**src/rtl/sevenseg_scan.sv**
```systemverilog
// Multiplexed seven-segment display driver.
// Scans NUM_DIGITS hex digits, one per REFRESH_DIV-cycle slot, with a blank
// guard at the start of each slot, PWM brightness, decimal points,
// leading-zero blanking and a frame-coherent snapshot of the inputs.
// Ports:
//   clk, reset   clock; synchronous active-low reset
//   en           1 = display on, 0 = all anodes off
//   in           hex digits, digit k = in[4k+3:4k], digit 0 rightmost
//   dp_in        decimal point per digit, 1 = lit
//   blank_lz     1 = suppress leading zeros
//   brightness   PWM duty select (all-ones = 100%)
//   digit        segments gfedcba, active-low
//   dp           decimal point, active-low
//   an           anodes, active-low, at most one low
//   frame_tick   one-cycle pulse following a snapshot capture
module sevenseg_scan #(
  parameter int unsigned NUM_DIGITS  = 4,
  parameter int unsigned REFRESH_DIV = 10000,
  parameter int unsigned GUARD       = 2,
  parameter int unsigned BRIGHT_W    = 4
) (
  input  logic                    clk,
  input  logic                    reset,
  input  logic                    en,
  input  logic [4*NUM_DIGITS-1:0] in,
  input  logic [NUM_DIGITS-1:0]   dp_in,
  input  logic                    blank_lz,
  input  logic [BRIGHT_W-1:0]     brightness,
  output logic [6:0]              digit,
  output logic                    dp,
  output logic [NUM_DIGITS-1:0]   an,
  output logic                    frame_tick
);

  localparam int unsigned CNT_W = $clog2(REFRESH_DIV);
  localparam int unsigned IDX_W = (NUM_DIGITS > 1) ? $clog2(NUM_DIGITS) : 1;

  logic [CNT_W-1:0]        cnt;
  logic [IDX_W-1:0]        idx;
  logic [BRIGHT_W-1:0]     pwm_cnt;
  logic                    prime;
  logic [4*NUM_DIGITS-1:0] snap_val;
  logic [NUM_DIGITS-1:0]   snap_dp;
  logic                    snap_lz;

  logic                    slot_end_c;
  logic                    frame_end_c;
  logic                    capture_c;
  logic                    guard_ok_c;
  logic                    lit_c;
  logic [NUM_DIGITS-1:0]   blank_c;
  logic                    above_zero_c;
  logic [3:0]              cur_nib_c;
  logic                    cur_dp_c;
  logic                    cur_blank_c;
  logic [NUM_DIGITS-1:0]   an_nxt_c;
  logic [6:0]              digit_nxt_c;
  logic                    dp_nxt_c;

  // Active-low hex decode, segment order gfedcba.
  function automatic logic [6:0] hex_to_seg(input logic [3:0] h);
    logic [6:0] s;
    s = 7'h7F;
    case (h)
      4'h0: s = 7'h40;
      4'h1: s = 7'h79;
      4'h2: s = 7'h24;
      4'h3: s = 7'h30;
      4'h4: s = 7'h19;
      4'h5: s = 7'h12;
      4'h6: s = 7'h02;
      4'h7: s = 7'h78;
      4'h8: s = 7'h00;
      4'h9: s = 7'h10;
      4'hA: s = 7'h08;
      4'hB: s = 7'h03;
      4'hC: s = 7'h46;
      4'hD: s = 7'h21;
      4'hE: s = 7'h06;
      4'hF: s = 7'h0E;
    endcase
    return s;
  endfunction

  // Slot / frame boundaries; a frame ends when the last digit's slot ends.
  assign slot_end_c  = (cnt == CNT_W'(REFRESH_DIV - 1));
  assign frame_end_c = slot_end_c && (idx == IDX_W'(NUM_DIGITS - 1));
  assign capture_c   = prime || frame_end_c;

  // Guard window; a zero guard is resolved at elaboration.
  if (GUARD == 0) begin : g_no_guard
    assign guard_ok_c = 1'b1;
  end else begin : g_guard
    assign guard_ok_c = (cnt >= CNT_W'(GUARD));
  end

  assign lit_c = en && guard_ok_c && (pwm_cnt <= brightness);

  // Leading-zero mask: scan from the top digit down while everything seen is zero.
  always_comb begin
    blank_c      = '0;
    above_zero_c = snap_lz;
    for (int k = NUM_DIGITS - 1; k >= 1; k--) begin
      above_zero_c = above_zero_c && (snap_val[4*k +: 4] == 4'h0);
      blank_c[k]   = above_zero_c;
    end
  end

  // Select the snapshot fields for the digit currently being scanned.
  always_comb begin
    cur_nib_c   = 4'h0;
    cur_dp_c    = 1'b0;
    cur_blank_c = 1'b0;
    for (int k = 0; k < NUM_DIGITS; k++) begin
      if (idx == IDX_W'(k)) begin
        cur_nib_c   = snap_val[4*k +: 4];
        cur_dp_c    = snap_dp[k];
        cur_blank_c = blank_c[k];
      end
    end
  end

  // Next registered display values; everything dark when no anode is driven.
  always_comb begin
    an_nxt_c    = '1;
    digit_nxt_c = 7'h7F;
    dp_nxt_c    = 1'b1;
    if (lit_c) begin
      an_nxt_c    = ~(NUM_DIGITS'(1) << idx);
      digit_nxt_c = cur_blank_c ? 7'h7F : hex_to_seg(cur_nib_c);
      dp_nxt_c    = ~cur_dp_c;
    end
  end

  // Counters, snapshot and output registers.
  always_ff @(posedge clk) begin
    if (!reset) begin
      cnt        <= '0;
      idx        <= '0;
      pwm_cnt    <= '0;
      prime      <= 1'b1;
      snap_val   <= '0;
      snap_dp    <= '0;
      snap_lz    <= 1'b0;
      an         <= '1;
      digit      <= 7'h7F;
      dp         <= 1'b1;
      frame_tick <= 1'b0;
    end else begin
      cnt     <= slot_end_c ? '0 : cnt + CNT_W'(1);
      pwm_cnt <= pwm_cnt + BRIGHT_W'(1);
      if (slot_end_c) begin
        idx <= frame_end_c ? '0 : idx + IDX_W'(1);
      end
      prime      <= 1'b0;
      frame_tick <= capture_c;
      if (capture_c) begin
        snap_val <= in;
        snap_dp  <= dp_in;
        snap_lz  <= blank_lz;
      end
      an    <= an_nxt_c;
      digit <= digit_nxt_c;
      dp    <= dp_nxt_c;
    end
  end

endmodule

```
**config.mk**
```make
export PLATFORM = sky130hd
export DESIGN_NAME = sevenseg_scan
export DESIGN_NICKNAME = d
export VERILOG_FILES = /design/src/rtl/sevenseg_scan.sv
export SDC_FILE = /design/constraint.sdc
export NUM_CORES = 1
export LEC_CHECK = 0
export BUFFER_PORTS_ARGS = -buffer_cell sky130_fd_sc_hd__buf_2
export CAP_MARGIN = 20
export CELL_PAD_IN_SITES_DETAIL_PLACEMENT = 1
export CELL_PAD_IN_SITES_GLOBAL_PLACEMENT = 1
export CORE_MARGIN = 3
export CORE_UTILIZATION = 44
export CTS_BUF_LIST = sky130_fd_sc_hd__clkbuf_4 sky130_fd_sc_hd__clkbuf_8
export CTS_CLUSTER_SIZE = 20
export DETAILED_ROUTE_END_ITERATION = 8
export HOLD_SLACK_MARGIN = 0.03
export PLACE_DENSITY_LB_ADDON = 0.1
export SLEW_MARGIN = 20
export SYNTH_ARGS = -nofsm -noshare
export SYNTH_HDL_FRONTEND = slang
export SYNTH_SLANG_ARGS = --single-unit
```
**constraint.sdc**
```tcl
create_clock -name clk -period 2.68 [get_ports clk]
set_clock_uncertainty 0.1 [all_clocks]
set_input_delay 0.134 -clock clk [delete_from_list [all_inputs] [get_ports clk]]
set_output_delay 0.134 -clock clk [all_outputs]
set_load 0.02 [all_outputs]
```
==> flow_summary.toml <==
[global_routing]
met1_usage = 0.258
antenna_found_initial = 0
grt_pass1_vias = 2203
use_met3 = 0.0434
grt_overflow = 0
track_usage = 0.202
grt_max_degree = 24
globalRouteMet2Util = 0.341
grt_pass1_wl_um = 10400
busiest_layer = "met2"

[job]
maxCapViolCount = 0

[detailed_routing]
wl_per_cell_um = 14.7
dr.pass1.iters = 4
route.detailed.drc = 0
ant_nets = 0
viasPerCell = 5.20
wl_um = 6370
drtIter0Drc = 37
vias = 2255

[floorplanning]
fp.dieArea_um2 = 6790
initial_core_util = 0.461
die_width_um = 82.4
die_h_um = 82.4
core-area_um2 = 5570
rows = 27
io_pins = 41

[logic_synthesis]
syn-cell-area_um2 = 2570
synthArstFlopShare = 0
netlist-cell-type-count = 42
syn_area_per_cell_um2 = 8.56
ys_warn_count = 0
synth_edf_count = 0
ys_ff_latch = 55
ys_seq_area_frac = 0.429
synth_cells = 300
syn_nets = 345
synth_ff_type = "dfxtp_1"

[clocking]
ctsHtreeMaxLevel = 2
cts_tree = "yes"
cts_max_path_buffers = 2
postCtsSetupBuffers = 0
cts-buffers-inserted = 5
cts_sinks = 55
clk_pin_slew_worst_paths_ns = 0.10
clockRootBuffer = "clkbuf_8"
clock_latency_ns = 0.32

[power_and_ir_drop]
vdd_drop_max_mv = 0.377
cellLeakagePower_uw = 0.00130
p_per_area_nw_per_um2 = 519

[cells_and_area]
layoutNonFillerInstCount = 434
fin_area_um2 = 3170
fillCellCount = 681
nNetsFinal = 406
syn_to_final_growth_pct = 23.3
post_route_cells_drive_above_1_share = 0.180
n_antenna_cell = 0

[sta]
slew_viol_final = 0
slew_headroom = 0.567
worst_slew_pin_slew_ns = 0.646
setup_viol = 0
layout_min_cycle_time_ns = 2.42
fin_ws_ns = 0.256
hold_violations = 0
layout_worst_path_cycle_share = 0.905
rsz0062_at_grt = "false"
fin_tns_setup_ns = 0
fmax_mhz = 412

[setup_path]
crit_arrival_ns = 2.53
path_class = "register to register"
critPathMaxFanout = 14
endpoint_kind = "register"
cp.required_ns = 2.79
start_kind = "register"

[status]
status = "finished clean"

[place]
numPortBuffers = 40
dpl.cell_count = 404
dpl_cell_area_um2 = 2830
place.gp.congestion = 0.776
pre_cts_ws_ns = 0.173
dp_hpwl_um = 4310

[min_path]
min_path_type = "input pin to register"
[synth_stat cells, types with 5 or more instances]
cell type,number,area [um2]
mux2i_1,5,50.1
xor2_1,5,43.8
buf_2,6,30.0
a211oi_1,5,37.5
nand2_1,63,236
a21oi_1,25,125
xnor2_1,10,87.6
clkbuf_1,5,18.8
nand3_1,6,30.0
nor2_1,27,101
dfxtp_1,55,1100
inv_1,16,60.1
ha_1,17,213
[report_power, final]
part / total (uW) / internal, uW / switching [uW]
Clock: 562 / 279 / 283
Combinational: 205 / 96.7 / 108
Sequential: 875 / 852 / 23.7
Total: 1640 / 1230 / 416
[sequential cells by signal, indices dropped and copies added (netlist names)]
register and cells:
snap_dp 4, snap_lz 1, digit 7, dp 1, an 4, snap_val 16
cnt 14, prime 1, idx 2, frame_tick 1, pwm_cnt 4
[final cells by class]
| class | count | area, um2 | area share |
|---|---|---|---|
| sequential | 55 | 1100 | 0.348 |
| timing repair buffer | 68 | 465 | 0.147 |
| clock inverter | 3 | 43.8 | 0.0138 |
| multi-input combinational | 215 | 1340 | 0.422 |
| clock buffer | 5 | 68.8 | 0.0217 |
| tap | 72 | 90.1 | 0.0284 |
| inverter | 16 | 60.1 | 0.0190 |
[final timing paths]
kind / startpoint / to / slack (ns) / depth (start not counted)
min reg2reg: snap_lz / snap_lz / 0.36 / 2
max: idx[0] / digit[0] / 0.26 / 8
min: en / dp / 0.07 / 4
max reg2reg: idx[0] / digit[0] / 0.26 / 8
[layer usage]
layer	vias to the layer above	routed length, um	share of wire
met5	-	0	0
met4	0	67	0.011
met3	5	227	0.036
met2	40	2960	0.46
met1	1076	3120	0.49
li1	1134	-	-
[through the flow]
stage	total power, uW	hold WS (ns)	util
final	1640	0.0663	0.568
after global routing	1720	0.0798	0.568
after CTS	1660	0.0677	0.567
after detailed placement	1070	0.287	0.507
after global placement	1070	0.280	0.507
after floorplan	1010	0.156	-
[placed cells by master (no fill, tap or decap), types with 2 or more instances in the layout]
cell	n
and3_1	4
dfxtp_1	55
ha_2	2
nor2_1	27
nand4_1	3
nand2b_1	2
or4_1	2
nand2_1	63
mux2i_1	5
inv_1	16
nand3_1	6
a211oi_1	5
dlygate4sd3_1	22
o221ai_1	2
nor4_1	3
xnor2_1	10
o211ai_1	4
o21ai_0	4
nor3b_1	3
buf_2	40
clkbuf_8	5
a21oi_1	25
nor3_1	2
a21oi_2	2
ha_1	15
a22oi_1	2
nand3b_1	4
buf_4	6
xor2_1	5
[cell families after synthesis]
logic type,count (synthesis),synth area share
and+or+nand+nor,124,0.223
xor gates and xnor gates,15,0.0512
adders and majority gates,17,0.0828
AOI/OAI and AO/OA,53,0.138
muxes,6,0.0239
DFF,55,0.429
buffers and inverters,30,0.0526
[worst max-delay path: stages (launching register included)]
cell and delay (ns):
dfxtp_1 0.42, ha_1 0.52, a21oi_1 0.08, a22oi_1 0.25, inv_1 0.16, ha_1 0.27, or3_1 0.37, o221ai_1 0.07
nand2_1 0.07
[repair_timing]
action,CTS,global route
hold buffers,22,0
resized for setup,0,3
endpoints found under the hold margin,22,0
setup endpoints to repair,0,1
Power figures use the tool's default switching activity.
